$ cat src/rtl/instr_decode_fsm_if.sv
// instr_decode_fsm_if: instruction handshake between fetch side and the decoder
interface instr_decode_fsm_if;
    logic [15:0] instr_in;
    logic        instr_valid_in;
    logic        instr_ready_out;
    modport master (output instr_in, output instr_valid_in, input instr_ready_out);
    modport slave (input instr_in, input instr_valid_in, output instr_ready_out);
endinterface

$ cat src/rtl/instr_decode_fsm.sv
// instr_decode_fsm: LC-3 subset decoder FSM (BR/ADD/AND/NOT); optional ILLEGAL_OP_TRAP_EN adds TRAP state and illegal_out
module instr_decode_fsm (
    input  logic        clka,
    input  logic        reset_n_in,
    instr_decode_fsm_if.slave bus,
    output logic        n_dec_out,
    output logic        z_dec_out,
    output logic        p_dec_out,
    output logic        br_out,
    output logic        we_reg_out,
    output logic [1:0]  alu_op_out,
    output logic [2:0]  dr_out,
    output logic [2:0]  sr1_out,
    output logic [2:0]  sr2_out,
    output logic [15:0] imm5_out,
    output logic        imm_sel_out,
`ifdef ILLEGAL_OP_TRAP_EN
    output logic        illegal_out,
`endif
    output logic [2:0]  state_out
);
    localparam logic [2:0] IDLE = 3'd0, DECODE = 3'd1, EXEC = 3'd2, WB = 3'd3;
`ifdef ILLEGAL_OP_TRAP_EN
    localparam logic [2:0] TRAP = 3'd4;
`endif
    logic [2:0]  state_q, state_d;
    logic [15:0] ir_q;
    logic [3:0]  op;
    logic        is_br, is_alu;
    logic        n_q, z_q, p_q, imm_sel_q, n_d, z_d, p_d, imm_sel_d;
    logic [1:0]  alu_q, alu_d;
    logic [2:0]  dr_q, sr1_q, sr2_q;
    logic [15:0] imm5_q, imm5_d;

    assign op     = ir_q[15:12];
    assign is_br  = op == 4'b0000;
    assign is_alu = op == 4'b0001 || op == 4'b0101 || op == 4'b1001;

    // state register; IR captured on acceptance, decoded fields captured leaving DECODE
    always_ff @(posedge clka or negedge reset_n_in) begin
        if (!reset_n_in) begin
            state_q   <= IDLE;
            ir_q      <= '0;
            {n_q, z_q, p_q, imm_sel_q} <= '0;
            alu_q     <= '0;
            {dr_q, sr1_q, sr2_q} <= '0;
            imm5_q    <= '0;
        end else begin
            state_q <= state_d;
            if (state_q == IDLE && bus.instr_valid_in)
                ir_q <= bus.instr_in;
            if (state_q == DECODE) begin
                {n_q, z_q, p_q} <= {n_d, z_d, p_d};
                imm_sel_q <= imm_sel_d;
                alu_q     <= alu_d;
                dr_q      <= ir_q[11:9];
                sr1_q     <= ir_q[8:6];
                sr2_q     <= ir_q[2:0];
                imm5_q    <= imm5_d;
            end
        end
    end

    // next-state: BR and unknown opcodes finish in EXEC, ALU ops write back
    always_comb begin
        state_d = state_q;
        case (state_q)
            IDLE:    state_d = bus.instr_valid_in ? DECODE : IDLE;
            DECODE:  state_d = EXEC;
`ifdef ILLEGAL_OP_TRAP_EN
            EXEC:    state_d = is_br ? IDLE : is_alu ? WB : TRAP;
            TRAP:    state_d = TRAP;
`else
            EXEC:    state_d = is_alu ? WB : IDLE;
`endif
            WB:      state_d = IDLE;
            default: state_d = IDLE;
        endcase
    end

    // field decode from IR plus state-driven handshake and pulse outputs
    always_comb begin
        {n_d, z_d, p_d} = is_br ? ir_q[11:9] : 3'b000;
        alu_d       = op == 4'b0001 ? 2'b00 : op == 4'b0101 ? 2'b01 : op == 4'b1001 ? 2'b10 : 2'b11;
        imm_sel_d   = (op == 4'b0001 || op == 4'b0101) && ir_q[5];
        imm5_d      = {{11{ir_q[4]}}, ir_q[4:0]};
        bus.instr_ready_out = state_q == IDLE;
        br_out      = state_q == EXEC && is_br;
        we_reg_out  = state_q == WB;
`ifdef ILLEGAL_OP_TRAP_EN
        illegal_out = state_q == TRAP;
`endif
        state_out   = state_q;
        {n_dec_out, z_dec_out, p_dec_out} = {n_q, z_q, p_q};
        alu_op_out  = alu_q;
        dr_out      = dr_q;
        sr1_out     = sr1_q;
        sr2_out     = sr2_q;
        imm5_out    = imm5_q;
        imm_sel_out = imm_sel_q;
    end
endmodule

$ cat src/flat_wrapper.sv
// flat-port wrapper written by rule: the top's interface ports become plain ports
module instr_decode_fsm_flat 
  (clka, reset_n_in, n_dec_out, z_dec_out, p_dec_out, br_out, we_reg_out, alu_op_out, dr_out, sr1_out, sr2_out, imm5_out, imm_sel_out, state_out, bus_instr_in, bus_instr_valid_in, bus_instr_ready_out);
  instr_decode_fsm_if bus_i ();
  input  logic clka;
  input  logic reset_n_in;
  output logic n_dec_out;
  output logic z_dec_out;
  output logic p_dec_out;
  output logic br_out;
  output logic we_reg_out;
  output logic [1:0] alu_op_out;
  output logic [2:0] dr_out;
  output logic [2:0] sr1_out;
  output logic [2:0] sr2_out;
  output logic [15:0] imm5_out;
  output logic imm_sel_out;
  output logic [2:0] state_out;
  input wire logic [$bits(bus_i.instr_in)-1:0] bus_instr_in;
  input wire logic [$bits(bus_i.instr_valid_in)-1:0] bus_instr_valid_in;
  output wire logic [$bits(bus_i.instr_ready_out)-1:0] bus_instr_ready_out;
  assign bus_i.instr_in = bus_instr_in;
  assign bus_i.instr_valid_in = bus_instr_valid_in;
  assign bus_instr_ready_out = bus_i.instr_ready_out;
  instr_decode_fsm u_core (.clka(clka), .reset_n_in(reset_n_in), .bus(bus_i), .n_dec_out(n_dec_out), .z_dec_out(z_dec_out), .p_dec_out(p_dec_out), .br_out(br_out), .we_reg_out(we_reg_out), .alu_op_out(alu_op_out), .dr_out(dr_out), .sr1_out(sr1_out), .sr2_out(sr2_out), .imm5_out(imm5_out), .imm_sel_out(imm_sel_out), .state_out(state_out));
endmodule
$ cat config.mk
export PLATFORM = sky130hd
export DESIGN_NAME = instr_decode_fsm_flat
export DESIGN_NICKNAME = d
export VERILOG_FILES = /design/src/rtl/instr_decode_fsm_if.sv /design/src/rtl/instr_decode_fsm.sv /design/src/flat_wrapper.sv
export SDC_FILE = /design/constraint.sdc
export NUM_CORES = 1
export LEC_CHECK = 0
export CAP_MARGIN = 20
export CORE_MARGIN = 2
export CORE_UTILIZATION = 47
export CTS_CLUSTER_DIAMETER = 80
export CTS_CLUSTER_SIZE = 24
export DETAILED_ROUTE_END_ITERATION = 8
export GPL_ROUTABILITY_DRIVEN = 0
export PLACE_DENSITY_LB_ADDON = 0.2
export SLEW_MARGIN = 20
export SYNTH_ARGS = -nofsm -noshare
export SYNTH_HDL_FRONTEND = slang
export SYNTH_SLANG_ARGS = --single-unit
export TNS_END_PERCENT = 100
$ cat constraint.sdc
create_clock -name clka -period 2.3 [get_ports clka]
set_input_delay 0.46 -clock clka [delete_from_list [all_inputs] [get_ports clka]]
set_output_delay 0.46 -clock clka [all_outputs]
set_load 0.03 [all_outputs]
# Yosys cells after proc, flatten, opt, wreduce, memory -nomap -nowiden
# Cells that the tools add are included.
[op_classes]
eq_ne = 6
mux = 7
reduce_logical = 7
[op_table]
columns = ["cell", "n"]
rows = [
  ["case mux 3 bit (3 select lines)", 1],
  ["== test 3 x 2 -> 1 bit, second input constant", 2],
  ["2-to-1 mux 2 bit", 3],
  ["== test 4 x 1 -> 1 bit, second input constant", 1],
  ["== test 4 x 3 -> 1 bit, second input constant", 1],
  ["== test 4 bit, second input constant", 1],
  ["logical NOT 4 bit", 1],
  ["== test 3 x 1 -> 1 bit, second input constant", 1],
  ["logical AND 1 bit", 3],
  ["logical NOT 3 bit", 1],
  ["2-to-1 mux 3 bit", 1],
  ["logical OR 1 bit", 2],
  ["2-to-1 mux 1 bit", 2],
]
[totals]
reg_bits = 39
out_inout_bits = 37
inputBits = 19

# Logic depth before layout (Yosys ltp)
# Gate-level depths: netlist (run 1).
[depth]
depth_word = 5
depth_mapped = 5
mapped_depth_nobuf = 2

# Worst setup path before layout (run 1)
# No wires, ideal clock.
[synth_path]
path_type = "register to output"
start = "register u_core.ir_q[13]"
end = "output br_out"
n_path_buf = 0
required_time_ns = 1.840
path_slack_ns = 0.108
stages_incl_launch_ff = 3
arrival_time_ns = 1.732
path_cell_list = "dfrtp_1 or4_1 nor3b_1"
[synth_between]
elab_chain_len = 2
[synth_lines]
columns = ["item", "line", "rtl"]
rows = [
  ["from (decl)", "instr_decode_fsm.sv:27", "logic [15:0] ir_q;"],
  ["from (signal assigned)", "instr_decode_fsm.sv:51", "ir_q <= bus.instr_in;"],
  ["logical NOT 4 bit", "instr_decode_fsm.sv:36", "assign is_br = op == 4'b0000;"],
  ["logical AND 1 bit", "instr_decode_fsm.sv:88", "br_out = state_q == EXEC && is_br;"],
  ["to (decl)", "flat_wrapper.sv:10", "output logic br_out;"],
]
# No other way between the ends.

# Worst setup path after layout (run 1)
# Ends and elaborated chain as after synthesis.

==> results of run 1 <==
-- cell type report --
class | count | area (sq um)
Multi-Input combinational cell | 50 | 527
Sequential cell | 35 | 876
Tap cell | 44 | 55.1
Timing Repair Buffer | 58 | 563
Fill cell | 263 | 1040
Clock buffer | 6 | 41.3
-- sequential cells by signal, summed over array words and instances, names as in the netlist, 2 cells and up --
signal / flops
u_core.ir_q: 16
u_core.sr1_out: 3
u_core.alu_op_out: 2
u_core.state_out: 2
u_core.dr_out: 3
u_core.imm5_out: 5
-- worst min path at each step --
stage / startpoint / endpoint / cells past startpoint
6_report: reset_n_in / u_core.alu_op_out[1] / 1
3_3_place_gp: u_core.imm_sel_out / u_core.imm_sel_out / 1
5_1_grt: reset_n_in / u_core.alu_op_out[1] / 1
3_5_place_dp: u_core.dr_out[1] / u_core.dr_out[1] / 1
4_1_cts: reset_n_in / u_core.dr_out[0] / 1
2_1_floorplan: reset_n_in / u_core.alu_op_out[0] / 0
-- timing repair --
item | CTS | global route
hold endpoints to repair | 0 | 0
setup endpoints to repair | 0 | 1
resized for setup | 0 | 1
-- layout by cell type (no fill, tap or decap), types with 2 or more instances in the layout --
cell,Yosys,routed
clkbuf_4,0,5
buf_4,16,5
mux2_4,9,9
or3b_2,2,2
nand3b_1,4,4
a21bo_2,3,3
mux2_2,17,17
clkdlybuf4s50_1,0,52
o2bb2ai_1,4,4
and2_1,2,2
dfrtp_1,35,35
-- logic make-up after synthesis --
family / share of synthesized area
compound gates: 0.0497
other cells: 0.00240
flops: 0.561
mux: 0.209
simple gates: 0.0737
buf+inv: 0.104
-- cell usage after synthesis --
cell,number,area share
buf_4,16,0.077
dfrtp_1,35,0.56
mux2_2,17,0.12
and2_1,2,0.0080
or4_1,1,0.0048
a21bo_2,3,0.019
nand2b_1,1,0.0040
nor3b_4,1,0.012
nand4bb_1,1,0.0072
buf_6,2,0.014
or3b_2,2,0.011
o21bai_1,1,0.0048
o21ai_1,1,0.0032
conb_1,1,0.0024
nand3b_1,4,0.019
buf_2,1,0.0032
nor3b_1,1,0.0048
mux2_4,9,0.087
buf_8,1,0.0096
nor2_1,1,0.0024
o2bb2ai_1,4,0.022
-- where the power goes --
group,leakage (nW),internal [W],switching (W)
logic,0.421,0.000929,0.000919
registers,0.418,0.000906,0.000229
clock network,0.0242,0.000109,0.000175
-- per-stage QoR --
stage	setup WS [ns]	area [sq um]
floorplan	0.108	1560
global placement	0.451	2020
detailed placement	0.379	2020
CTS	0.00427	2060
global route	0.0172	2060
finish	0.0910	2060
-- worst reg2reg max path: cells and delay by family, from the launching register on --
family / cells / cell delay [ns]
buffers and inverters: 1 / 0.25
multiplexers: 1 / 0.35
AND/OR/NAND/NOR: 1 / 0.24
flip-flops: 1 / 0.51
-- metal layers --
metal / GRT usage / up-vias / share of wire
met5: 0 / - / 0
met4: 0.0821 / 0 / 0.0052
met3: 0.0420 / 2 / 0.071
met2: 0.241 / 40 / 0.48
met1: 0.214 / 454 / 0.44
li1: - / 442 / -
==> flow_summary_export.csv, run 1 <==
group,metric,value,unit
status,outcome,"complete, no violations",
grt,grtUsageTotal,0.160,
worst_setup_path,critPathRequiredTime,1.84,ns
power,power,0.00327,W
place,io_buffers,54,
sta,finalSetupTns,0,ns
clocking,htreeDepth,2,
clocking,cts_root_buf,"clkbuf_4",
logic_synthesis,synth_area,1560,sq um
place,place_hpwl,1950,microns
worst_setup_path,crit_path_end_kind,"output port",
worst_setup_path,crit_fanout,5,
worst_setup_path,r2r-end,"u_core.ir_q[5]",
layout,antenna_cells,0,
logic_synthesis,yosysUniqueCellTypes,21,
worst_setup_path,crit_path_end,"br_out",
worst_setup_path,max_stage_delay,0.58,ns
worst_setup_path,r2r.worst_path.cells,3,
worst_setup_path,r2r-start,"u_core.state_out[0]",
clocking,holdBufCountCts,0,
grt,first_global_vias,894,
place,dp_cells,187,
route,totalWireLength,2710,microns
route,drc,0,
grt,antenna_found_initial,0,
power,p_leak,0.864,nW
clocking,cts_made_buffers,5,
logic_synthesis,avgSynthCellArea,14.9,sq um
logic_synthesis,ys_seq_elements,35,
layout,layout.cells.non_filler,193,
worst_setup_path,crit_slowest_cell,"or4_4",
floorplan,start_util,0.503,
route,drt_iter0_drc,13,
route,drtAntennaViolNets,0,
sta,tightest_slew,0.757,ns
layout,drive_gt1_frac,0.295,
clocking,tritoncts,"done",
worst_setup_path,crit_family,"simple AND/OR/NAND/NOR gates",
sta,fin_skew,0.00508,ns
clocking,cts_buffer_depth,2,
clocking,worstSkewPairLatency,0.32,ns
route,vias,938,
floorplan,dieArea,3800,sq um
sta,max_freq,0.453,GHz
floorplan,io-pin-count,56,
worst_setup_path,cp.arrival,1.75,ns
power,p_per_area,1580,nW/um^2
clocking,postCtsSetupBuffers,0,
floorplan,die_h,61.6,microns
logic_synthesis,yosysSeqAreaShare,0.561,
logic_synthesis,syn_nets,124,
logic_synthesis,ys_warn_count,0,
floorplan,num_rows,20,
power,ir_drop,0.700,mV
worst_hold_path,hold_path.class,"input pin to asynchronous set/reset pin",
worst_setup_path,cp_cell_sequence,"or4_4, nor3b_1, buf_4",
flow_run,cap_violations,0,
logic_synthesis,netlist_instances,105,
sta,setup_viol,0,
floorplan,core_region_area,3100,sq um
sta,hold_viol,0,
clocking,clkTransAtPathRegs,0.09,ns
layout,areaGrowthSynthToFinish,32.1,%
sta,maxSlewViolCount,0,
worst_setup_path,cp-startpoint,"u_core.ir_q[13]",
route,routedWlPerCell,14.1,microns
layout,layout.nets,169,
worst_setup_path,cp_num_cells,3,
route,via_per_inst,4.86,
grt,grt_overflow,0,
sta,min_period_over_period,0.960,
clocking,clock-sinks,35,
worst_setup_path,r2r_slack,0.84,ns
worst_setup_path,critical_path_buf_inv_count,1,
sta,hold_ws,0.197,ns
sta,grt_setup_unrepaired,"false",
grt,grt_first_pass_wirelength,4280,microns
route,first_pass_iters,3,
sta,fin_crit,2.21,ns
worst_setup_path,crit_type,"flop to output port",
layout,postLayoutCoreUtil,0.665,
floorplan,die_x,61.6,microns
worst_setup_path,startpoint_type,"flop",
grt,grt_max_degree,36,
sta,relSlewSlack,0.495,
No activity file was read; power rests on OpenSTA's default activity.
==> run 2: changes to the inputs <==
--- a/config.mk
+++ b/config.mk
@@ -12,8 +12,8 @@
 export CTS_CLUSTER_SIZE = 24
 export DETAILED_ROUTE_END_ITERATION = 8
 export GPL_ROUTABILITY_DRIVEN = 0
-export PLACE_DENSITY_LB_ADDON = 0.2
-export SLEW_MARGIN = 20
+export PLACE_DENSITY = 0.83
+export SLEW_MARGIN = 30
 export SYNTH_ARGS = -nofsm -noshare
 export SYNTH_HDL_FRONTEND = slang
 export SYNTH_SLANG_ARGS = --single-unit
==> run 2 against run 1 <==
Count of clock-buffer cells in the layout stayed put. Utilization rose by 0.85 points. Critical path depth down 1. Critical path type unchanged. Combinational power about the same. Worst hold slack improved by 0.31 ns.
==> flow_summary_export.csv, run 2 (synthesis gave the netlist of run 1 again) <==
group,metric,value,unit
status,outcome,"complete, no violations",
worst_setup_path,cp.arrival,1.72,ns
floorplan,dieArea,3800,sq um
layout,layout.nets,169,
clocking,cts_root_buf,"clkbuf_4",
grt,grtUsageTotal,0.177,
power,p_per_area,1590,nW/um^2
sta,hold_viol,0,
sta,fin_crit,2.18,ns
power,ir_drop,0.804,mV
layout,drive_gt1_frac,0.313,
worst_setup_path,crit_path_end_kind,"output port",
worst_setup_path,crit_slowest_cell,"clkdlybuf4s50_1",
sta,hold_ws,0.502,ns
layout,layout_commonest_cell,"clkdlybuf4s50_1",
route,drt_iter0_drc,5,
place,dpl_cell_area,2020,sq um
layout,postLayoutCoreUtil,0.673,
sta,min_period_over_period,0.949,
clocking,clkTransAtPathRegs,0.10,ns
flow_run,cap_violations,0,
route,drc,0,
power,clkPwrFrac,0.100,
place,io_buffers,54,
clocking,postCtsSetupBuffers,0,
layout,stdcell_area,2090,sq um
sta,maxSlewViolCount,0,
floorplan,num_rows,20,
clocking,tritoncts,"done",
worst_setup_path,crit_fanout,11,
floorplan,start_util,0.503,
worst_hold_path,hold_path.class,"flop to flop",
layout,largest_reg_flops,16,
floorplan,io-pin-count,56,
grt,grt_max_degree,36,
layout,top_register,"u_core.ir_q",
clocking,cts_resized,0,
sta,grt_setup_unrepaired,"false",
place,place_hpwl,2120,microns
clocking,worstSkewPairLatency,0.33,ns
grt,antenna_found_initial,0,
route,routedWlPerCell,14.9,microns
grt,first_global_vias,992,
worst_setup_path,critPathRequiredTime,1.84,ns
sta,setup_viol,0,
clocking,holdBufCountCts,0,
worst_setup_path,crit_type,"flop to output port",
layout,antenna_cells,0,
power,switching_share,0.407,
clocking,cts_made_buffers,5,
route,totalWireLength,2890,microns
floorplan,core_region_area,3100,sq um
route,via_per_inst,4.95,
sta,fin_skew,0.00668,ns
power,internal_power,0.00197,W
layout,final_cell_mix,"clkdlybuf4s50_1, dfrtp_1, mux2_2, mux2_4",
worst_setup_path,max_stage_delay,0.66,ns
power,p_leak,0.873,nW
clocking,cts_buffer_depth,2,
clocking,htreeDepth,2,
worst_setup_path,cp_cell_sequence,"and2_1, clkdlybuf4s50_1",
floorplan,die_x,61.6,microns
grt,grt_overflow,0,
worst_setup_path,startpoint_type,"flop",
power,share_comb_of_total_power,0.555,
sta,finalSetupTns,0,ns
power,pwr-share-seq,0.345,
grt,grt_first_pass_wirelength,4710,microns
floorplan,die_h,61.6,microns
route,drtAntennaViolNets,0,
route,vias,961,
power,p_sw,0.00135,W
route,first_pass_iters,4,
layout,areaGrowthSynthToFinish,33.7,%
clocking,clock-sinks,35,
sta,max_freq,0.458,GHz
-- run 2: changes by cell type in the layout (fill, tap and decap cells not counted), sizes merged --
cell / before / now
buf: 6 / 5
clkdlybuf4s50: 52 / 53
clkinv: 0 / 1
-- run 2: final timing paths --
path	startpoint	end	slack (ns)	cells after the start
min in group asynchronous	reset_n_in	u_core.p_dec_out	0.52	2
worst min register to register	u_core.z_dec_out	u_core.z_dec_out	0.50	1
worst max register to register	u_core.state_out[1]	u_core.alu_op_out[1]	0.60	3
max in group asynchronous	reset_n_in	u_core.state_out[0]	1.43	2
worst min-delay path	u_core.z_dec_out	u_core.z_dec_out	0.50	1
worst max-delay path	u_core.state_out[1]	we_reg_out	0.12	2
-- run 2: per-stage QoR --
step	total power (W)	cells	setup slack [ns]
2_1_floorplan	0.00248	105	0.108
3_3_place_gp	0.00296	187	0.435
3_5_place_dp	0.00300	187	0.408
4_1_cts	0.00334	194	0.0191
5_1_grt	0.00353	194	0.00867
6_report	0.00332	194	0.118
-- run 2: critical path: cells and delay by family (launching register included) --
kind,cells,cell delay (ns)
flops,1,0.56
simple gates,1,0.18
buf+inv,1,0.66
-- run 2: routing by layer --
metal	global-route usage	vias to the layer above	wire, microns
li1	-	439	-
met1	0.227	472	1340
met2	0.280	45	1300
met3	0.0735	5	223
met4	0.0486	0	23
met5	0	-	0
-- run 2: power by group through the flow --
stage,combinational (W),sequential (W),clock (W)
6_report,0.00184,0.00115,0.000333
3_5_place_dp,0.00185,0.00115,0
3_3_place_gp,0.00182,0.00114,0
4_1_cts,0.00186,0.00114,0.000346
5_1_grt,0.00195,0.00120,0.000378
2_1_floorplan,0.00113,0.00136,0
-- run 2: layout make-up --
class / count / area [sq um]
tap: 44 / 55.1
clock buffer: 6 / 51.3
sequential: 35 / 877
clock inverter: 1 / 5.00
fill: 244 / 1010
multi-input combinational: 50 / 532
timing repair buffer: 58 / 568
==> run 3: changes to the inputs <==
--- a/config.mk
+++ b/config.mk
@@ -5,13 +5,13 @@
 export SDC_FILE = /design/constraint.sdc
 export NUM_CORES = 1
 export LEC_CHECK = 0
-export CAP_MARGIN = 20
 export CORE_MARGIN = 2
 export CORE_UTILIZATION = 47
 export CTS_CLUSTER_DIAMETER = 80
 export CTS_CLUSTER_SIZE = 24
 export DETAILED_ROUTE_END_ITERATION = 8
 export GPL_ROUTABILITY_DRIVEN = 0
+export HOLD_SLACK_MARGIN = 0.15
 export PLACE_DENSITY = 0.83
 export SLEW_MARGIN = 30
 export SYNTH_ARGS = -nofsm -noshare
==> results of run 3 <==
Final layout, timing and power as in run 2 (identical DEF).
